## src/rtl/dcim_pkg.sv

```systemverilog
// Shared types and geometry for the DCIM macro sequencer.
package dcim_pkg;

  localparam int unsigned NUM_ROWS = 8;
  localparam int unsigned D_W      = 24;
  localparam int unsigned X_W      = 192;
  localparam int unsigned NOUT_W   = 51;
  localparam int unsigned ROW_W    = $clog2(NUM_ROWS);

  typedef enum logic [2:0] {
    StIdle,
    StLoad,
    StSetup,
    StStart,
    StWait,
    StResult
  } state_e;

endpackage

```

## src/rtl/dcim_seq.sv

```systemverilog
// Sequencer for a digital compute-in-memory macro: optional weight load, compute start,
// bounded wait for done, and a held result handed to a ready/valid consumer.
module dcim_seq
  import dcim_pkg::*;
#(
  parameter int unsigned TIMEOUT = 255
) (
  input  logic              clk,
  input  logic              rstn,
  input  logic              cmd_valid,
  output logic              cmd_ready,
  input  logic [3:0]        cmd_cfg,
  input  logic [X_W-1:0]    cmd_x,
  input  logic              w_valid,
  output logic              w_ready,
  input  logic [D_W-1:0]    w_data,
  output logic              res_valid,
  input  logic              res_ready,
  output logic [NOUT_W-1:0] res_data,
  output logic              res_err,
  output logic [D_W-1:0]    D,
  output logic [NUM_ROWS-1:0] WA,
  output logic              acm_en,
  output logic              cima,
  output logic              inwidth,
  output logic              wwidth,
  output logic              start,
  output logic [X_W-1:0]    xin0,
  input  logic [NOUT_W-1:0] nout,
  input  logic              st
);

  localparam int unsigned CntW = $clog2(TIMEOUT + 1);
  localparam logic [CntW-1:0] TmoLast = CntW'(TIMEOUT - 1);
  localparam logic [ROW_W-1:0] RowLast = ROW_W'(NUM_ROWS - 1);

  state_e              state_q, state_d;
  logic [ROW_W-1:0]    row_q, row_d;
  logic                drain_q, drain_d;
  logic [CntW-1:0]     cnt_q, cnt_d;
  logic [X_W-1:0]      xin_q, xin_d;
  logic                cima_q, cima_d;
  logic                inwidth_q, inwidth_d;
  logic                wwidth_q, wwidth_d;
  logic [NUM_ROWS-1:0] wa_q, wa_d;
  logic [D_W-1:0]      dat_q, dat_d;
  logic [NOUT_W-1:0]   res_data_q, res_data_d;
  logic                res_err_q, res_err_d;
  logic                cmd_ready_q, cmd_ready_d;
  logic                w_ready_q, w_ready_d;
  logic                acm_en_q, acm_en_d;
  logic                start_q, start_d;
  logic                res_valid_q, res_valid_d;

  always_comb begin
    state_d    = state_q;
    row_d      = row_q;
    drain_d    = drain_q;
    cnt_d      = cnt_q;
    xin_d      = xin_q;
    cima_d     = cima_q;
    inwidth_d  = inwidth_q;
    wwidth_d   = wwidth_q;
    wa_d       = '0;
    dat_d      = '0;
    res_data_d = res_data_q;
    res_err_d  = res_err_q;

    unique case (state_q)
      StIdle: begin
        if (cmd_valid && cmd_ready_q) begin
          xin_d     = cmd_x;
          cima_d    = cmd_cfg[2];
          inwidth_d = cmd_cfg[1];
          wwidth_d  = cmd_cfg[0];
          state_d   = cmd_cfg[3] ? StLoad : StSetup;
        end
      end
      StLoad: begin
        // After the last row one idle write cycle (WA=0) precedes compute setup.
        if (drain_q) begin
          drain_d = 1'b0;
          row_d   = '0;
          state_d = StSetup;
        end else if (w_valid && w_ready_q) begin
          wa_d  = NUM_ROWS'(1) << row_q;
          dat_d = w_data;
          row_d = row_q + ROW_W'(1);
          if (row_q == RowLast) drain_d = 1'b1;
        end
      end
      StSetup: state_d = StStart;
      StStart: begin
        cnt_d   = '0;
        state_d = StWait;
      end
      StWait: begin
        if (st) begin
          res_data_d = nout;
          res_err_d  = 1'b0;
          cnt_d      = '0;
          state_d    = StResult;
        end else if (cnt_q == TmoLast) begin
          res_data_d = '0;
          res_err_d  = 1'b1;
          cnt_d      = '0;
          state_d    = StResult;
        end else begin
          cnt_d = cnt_q + CntW'(1);
        end
      end
      StResult: begin
        if (res_ready) state_d = StIdle;
      end
      default: state_d = StIdle;
    endcase

    // Status outputs are registered from the next state so they align with it.
    cmd_ready_d = (state_d == StIdle);
    w_ready_d   = (state_d == StLoad) && !drain_d;
    acm_en_d    = (state_d == StLoad) || (state_d == StSetup) ||
                  (state_d == StStart) || (state_d == StWait);
    start_d     = (state_d == StStart);
    res_valid_d = (state_d == StResult);
  end

  always_ff @(posedge clk or negedge rstn) begin
    if (!rstn) begin
      state_q     <= StIdle;
      row_q       <= '0;
      drain_q     <= 1'b0;
      cnt_q       <= '0;
      xin_q       <= '0;
      cima_q      <= 1'b0;
      inwidth_q   <= 1'b0;
      wwidth_q    <= 1'b0;
      wa_q        <= '0;
      dat_q       <= '0;
      res_data_q  <= '0;
      res_err_q   <= 1'b0;
      cmd_ready_q <= 1'b0;
      w_ready_q   <= 1'b0;
      acm_en_q    <= 1'b0;
      start_q     <= 1'b0;
      res_valid_q <= 1'b0;
    end else begin
      state_q     <= state_d;
      row_q       <= row_d;
      drain_q     <= drain_d;
      cnt_q       <= cnt_d;
      xin_q       <= xin_d;
      cima_q      <= cima_d;
      inwidth_q   <= inwidth_d;
      wwidth_q    <= wwidth_d;
      wa_q        <= wa_d;
      dat_q       <= dat_d;
      res_data_q  <= res_data_d;
      res_err_q   <= res_err_d;
      cmd_ready_q <= cmd_ready_d;
      w_ready_q   <= w_ready_d;
      acm_en_q    <= acm_en_d;
      start_q     <= start_d;
      res_valid_q <= res_valid_d;
    end
  end

  assign cmd_ready = cmd_ready_q;
  assign w_ready   = w_ready_q;
  assign res_valid = res_valid_q;
  assign res_data  = res_data_q;
  assign res_err   = res_err_q;
  assign D         = dat_q;
  assign WA        = wa_q;
  assign acm_en    = acm_en_q;
  assign cima      = cima_q;
  assign inwidth   = inwidth_q;
  assign wwidth    = wwidth_q;
  assign start     = start_q;
  assign xin0      = xin_q;

endmodule

```

## config.mk

```make
export PLATFORM = sky130hd
export DESIGN_NAME = dcim_seq
export DESIGN_NICKNAME = d
export VERILOG_FILES = /design/src/rtl/dcim_pkg.sv /design/src/rtl/dcim_seq.sv
export SDC_FILE = /design/constraint.sdc
export NUM_CORES = 1
export LEC_CHECK = 0
export CELL_PAD_IN_SITES_DETAIL_PLACEMENT = 0
export CELL_PAD_IN_SITES_GLOBAL_PLACEMENT = 2
export CORE_ASPECT_RATIO = 0.8
export CORE_UTILIZATION = 21
export CTS_CLUSTER_DIAMETER = 50
export DETAILED_ROUTE_END_ITERATION = 8
export PLACE_DENSITY = 0.75
export SYNTH_ARGS = -nofsm -noshare
export SYNTH_HDL_FRONTEND = slang
export SYNTH_SLANG_ARGS = --single-unit
```

## constraint.sdc

```tcl
create_clock -name clk -period 1.7 [get_ports clk]
set_clock_uncertainty 0.1 [all_clocks]
set_input_delay 0.51 -clock clk [delete_from_list [all_inputs] [get_ports clk]]
set_output_delay 0.51 -clock clk [all_outputs]
set_load 0.01 [all_outputs]
```

# Word-level counts from Yosys, hierarchy flattened
# Cells that the tools add are included.
# op_classes
shifts	1
n_reduce_logical	15
n_bitwise	0
multipliers	0
n_addsub	2
n_div	0
mux	26
order_cmp	0
n_eq_ne	12
# ops
op	n
$mux W51	2
$mux W24	3
$mux W8	5
$mux W3	7
$pmux W3 S6	1
$pmux W8 S2	1
$eq A3 B3 Y1 const B	5
$eq A3 B2 Y1 const B	4
$add A8 B1 Y8 const B	1
$eq A8 B8 Y1 const B	1
$shl A1 B3 Y8 const A	1
$eq A3 B1 Y1 const B	2
$logic_not A3 Y1	2
$mux W1	6
$reduce_and A2 Y1	3
$reduce_bool A2 Y1	3
$add A3 B1 Y3 const B	1
$logic_and A1 B1 Y1	3
$logic_or A1 B1 Y1	3
$mux W2	1
$logic_not A1 Y1	1
# totals
mem_bits_ro	0
n_memories	0
reg_bits	299
out_inout_bits	284
latch_bits	0
elab_cells	73
ramBits	0
inputBits	277

# Longest topological paths before layout
# depth
depth_word	8
mapped_depth	7
depth_no_buf	6

# Worst setup path after synthesis
# No wires, ideal clock.
# synth_path
kind	register to register
startpoint	register state_q[0]
endpoint	register xin_q[118], in the netlist xin0[118]
setup_ns	0.117
path_stages_with_launch	8
setup_slack_ns	-0.058
period_less_slack_ns	1.758
arrival_ns	1.542
path_cell_list	dfrtp_1 buf_6 or4_1 buf_2 buf_6 buf_6 nand2_1 nand2_1
# synth_via
elab_chain_len	2
# synth_lines
item	line	text
start: declaration	dcim_seq.sv:37	state_e state_q, state_d;
start signal: assignment	dcim_seq.sv:129	state_q <= StIdle;
start signal: assignment	dcim_seq.sv:147	state_q <= state_d;
$logic_not A3 Y1	dcim_seq.sv:69	unique case (state_q)
$reduce_and A2 Y1 (no line)	-	
end signal: assignment	dcim_seq.sv:151	xin_q <= xin_d;
end: declaration	dcim_seq.sv:41	logic [X_W-1:0] xin_q, xin_d;
# No other way between the ends.
# A chain may end at the register's enable or synchronous reset.

# Worst setup path after layout
# layout_path
startpoint	register state_q[0]
endpoint	register xin_q[39], in the netlist xin0[39]
# Same word-level chain as after synthesis.

==> results.txt <==
Counting every instance in the synthesized netlist gives 1122. After synthesis, flip-flops and latches occupy 65.92% of the total area. In this run the power density over the cells is 1736 nW/um^2.

The critical path contains buffers and inverters numbering 2 combined. Routability-driven placement finished with a final weighted congestion of 0.7827. TritonCTS built the clock tree. From left edge to right edge, the die measures 261.9 um.

The synthesized design contains 0 enable-type register cells. In this run, distinct cell masters in the synthesized netlist total 43. The tools report the initial antenna violation count as 4. The critical path is of the flip-flop to flip-flop type. The number of cells on the worst reg-to-reg path came out at 5. The critical path's most frequent cell was nand2_1.

In this run, the number of DRC markers left after iteration 0 of detailed routing was 444. The routed design has 44340 um of wire. The clock period minus worst slack was 1.785 ns.

The tools report the area of the die as 54990 sq um. After layout, the worst path uses 105.0% of the clock period. The number of buffer cells added on primary ports came out at 560. The tools report the data arrival time of the critical path as 2.11 ns.

Compared with the post-synthesis result, the final layout area differs by 71.67%. In this run the worst path has a maximum fanout of 23. The design draws 33.82 mW. The tools report the number of buffers on the longest clock path as 3.

The flow ran to the end, but the final reports show violations. The cell family contributing the most delay on the critical path is simple AND/OR/NAND/NOR gates. After floorplanning, the core was divided into 75 placement rows.

Setup repair after global routing could not meet its margin everywhere. The checks that failed: negative setup slack. The tools report the maximum level of the CTS H-tree as 2. Detailed routing inserted a total of 10120 vias. The tools report the global routing usage summed across all routing layers as 15.28%. The fmax came out at 560.4 MHz.

The finished layout holds 2502 standard cells, fillers aside. Leaving out fill and tap cells, the most frequent cell in the layout is nand2_1. STA classifies the critical path startpoint as a flip-flop. Entering global routing, the biggest net connects 56 pins. The share of async-settable or async-resettable flops after synthesis came out at 100.0%. The post-route DRC violation count is 0, and the portion of netlist area occupied by mux cells is 0%.

The critical path crosses 5 cells after its start point. Each instance of the synthesized netlist takes up on average 10.12 sq um. The initial cell density of the core is 21.44%. The post-place instance area came out at 18200 sq um. The number of cells in the design after placement was 2379; the maximum cell stage delay along the critical path was 0.59 ns.

Dividing the detail-routed wire length by the instance count gives 17.72 um. Walking the worst path, the cells encountered are or4_4, buf_12, buf_16, nand2_1, nand2_1. The count of antenna-violating nets left after detailed routing came out at 0. Synthesis produced a netlist with a net count of 1407. The tools report the number of clock buffers inserted by TritonCTS as 38. Of the total synthesized cell area, the portion taken by XOR and XNOR cells is 0.07717%. The wire-length estimate of the detail-placed layout is 30030 um. The clock slew seen by the registers of the worst setup and hold paths works out to 0.06 ns. At the pin with the least slew margin, the transition time is 0.5726 ns. The worst setup path endpoint was xin0[39]$_DFFE_PN0P_. For the worst-skew pair, the clock arrives at the later sink with an insertion delay of 0.53 ns. The endpoint of the most critical register-to-register path is xin0[39]$_DFFE_PN0P_. Core region area: 52930 sq um. The mean number of vias per cell was 4.046; the synthesized-area fraction occupied by adder cells was 0.8819%. The vertical extent of the die works out to 209.9 um. The path class of the tightest hold or removal check is flip-flop to flip-flop. In the layout the commonest cells are nand2_1, dfrtp_1, clkdlybuf4s50_1. After synthesis, the largest family of logic cells by area is simple AND/OR/NAND/NOR gates. The tools report the total non-filler cell area in the finished layout as 19480 sq um. The run gives 0 as the number of pins exceeding their max-slew limit in the final report. Category of the worst setup path capture point: a flip-flop. The logs give 0 for the number of endpoints with negative hold slack in the final report and 61.83% for the remaining max-slew budget at the tightest pin.

The pre-antenna-repair detailed-routing pass consisted of 5 iterations. The final worst setup slack is -0.08452 ns, and the total I/O pin count is 561. Flip-flop and latch count after synthesis: 299. The synthesized netlist devotes 23.48% of its cell area to simple gates. The total clock sinks was 299; the peak supply drop was 0.0007290 V. The number of synthesis warnings came out at 0. The setup check on the worst reg-to-reg path leaves a slack of -0.08 ns. CTS placed an instance of clkbuf_16 at the clock tree root.

For the number of setup violations in the final report, the log shows 209. Summing the areas of all compound-gate instances in the mapped netlist gives 5.722% of the synthesized area. Across the run, the number of max-cap violations was 0. The cell area that synthesis handed to floorplanning was 11350 sq um. The leakage power total is 10.01 nW. Global routing finished with a remaining overflow of 0. The most used flip-flop cell after synthesis is dfrtp_1. The post-route netlist has 27.12% of its cells at a drive strength greater than 1. The tools report the layout net count as 2062. The cell with the largest stage delay on the worst path was or4_4.

For the worst setup path, the data required time is 2.02 ns. The number of global-route vias before repair is 10370. The startpoint identified for the worst register-to-register timing path is state_q[0]$_DFF_PN0_. The first global-routing pass estimated 63470 um of wire.

At the end of the flow the core is filled with cells to 36.81%. First element of the critical path: state_q[0]$_DFF_PN0_.
-- stage by stage --
| step | TNS [ns] | worst slack, ns | hold WS, ns |
|---|---|---|---|
| after CTS | -14.44 | -0.1012 | 0.3550 |
| after floorplan | -3.910 | -0.03345 | 0.1144 |
| final | -9.410 | -0.08452 | 0.3607 |
| after detailed placement | -123.92 | -0.5912 | 0.3545 |
| after global placement | -118.17 | -0.5701 | 0.3487 |
| after global routing | -33.75 | -0.1434 | 0.3715 |
-- cells in the mapped netlist, types with 2 or more instances --
| master | number | area (sq um) |
|---|---|---|
| and2_1 | 27 | 168.9 |
| a21oi_1 | 4 | 20.02 |
| a22o_1 | 52 | 455.4 |
| clkbuf_1 | 15 | 56.30 |
| buf_6 | 18 | 202.7 |
| buf_2 | 26 | 130.1 |
| ha_1 | 8 | 100.1 |
| and3_1 | 8 | 50.05 |
| a21o_1 | 3 | 22.52 |
| o21ai_0 | 8 | 40.04 |
| a311oi_1 | 2 | 17.52 |
| o211ai_1 | 2 | 15.01 |
| nor2_1 | 6 | 22.52 |
| o22ai_1 | 2 | 12.51 |
| clkbuf_2 | 2 | 10.01 |
| nor3b_1 | 3 | 22.52 |
| inv_1 | 9 | 33.78 |
| nand4_1 | 2 | 12.51 |
| nor3_1 | 3 | 15.01 |
| nand3_1 | 6 | 30.03 |
| nand2_1 | 596 | 2237 |
| dfrtp_1 | 299 | 7482 |
-- registers in the layout, summed over array words and instances, names as in the netlist, 3 cells and up --
name	flops
row_q	3
WA	8
cnt_q	8
xin0	192
D	24
state_q	3
res_data	51
-- where the power goes --
part	internal, mW	leakage, nW	switching, mW
logic	7.00	5.58	6.69
clock network	4.99	0.635	3.23
registers	10.1	3.80	1.84
total	22.1	10.0	11.8
-- metal layers --
metal,up-vias,global-route usage (%),share of wire [%]
li1,4868,-,-
met1,4806,18.20,41
met2,398,25.63,48
met3,50,5.664,9.8
met4,2,4.365,1.8
met5,-,0,0.029
-- worst reg2reg max path, cell delays in order (launching register included) --
cell and delay, ns:
dfrtp_2 0.45, or4_4 0.59, buf_12 0.20, buf_16 0.20, nand2_1 0.09, nand2_1 0.06
-- worst min path at each step --
| stage | start | end | depth (start not counted) |
|---|---|---|---|
| after floorplan | rstn | D[0]$_DFF_PN0_ | 0 |
| after global placement | xin0[86]$_DFFE_PN0P_ | xin0[86]$_DFFE_PN0P_ | 2 |
| after detailed placement | xin0[62]$_DFFE_PN0P_ | xin0[62]$_DFFE_PN0P_ | 2 |
| after CTS | cmd_x[170] | xin0[170]$_DFFE_PN0P_ | 3 |
| after global routing | rstn | res_data[3]$_DFFE_PN0P_ | 2 |
| final | xin0[122]$_DFFE_PN0P_ | xin0[122]$_DFFE_PN0P_ | 2 |
-- area by class of cell --
type / count / area, sq um
Sequential cell: 299 / 7485
Fill cell: 5355 / 33440
Timing Repair Buffer: 678 / 6310
Antenna cell: 2 / 5.005
Tap cell: 693 / 867.1
Clock buffer: 56 / 1172
Clock inverter: 14 / 136.4
Multi-Input combinational cell: 751 / 3475
Inverter: 9 / 33.78
-- what timing repair did --
action	CTS	global route
gates cloned	9	6
hold endpoints to repair	21	0
endpoints found under the setup margin	514	544
pin swaps	11	3
hold buffers	1	0
setup buffers	35	1
resized for setup	1307	10
-- logic make-up (layout without fill, tap and decap cells) --
logic type	after synthesis	after routing
simple gates	661	661
flops	299	299
compound gates	81	81
buf+inv	72	757
fa+ha+maj	8	8
xor+xnor	1	1
other cells	0	2
(Power assumes the default switching activity.)
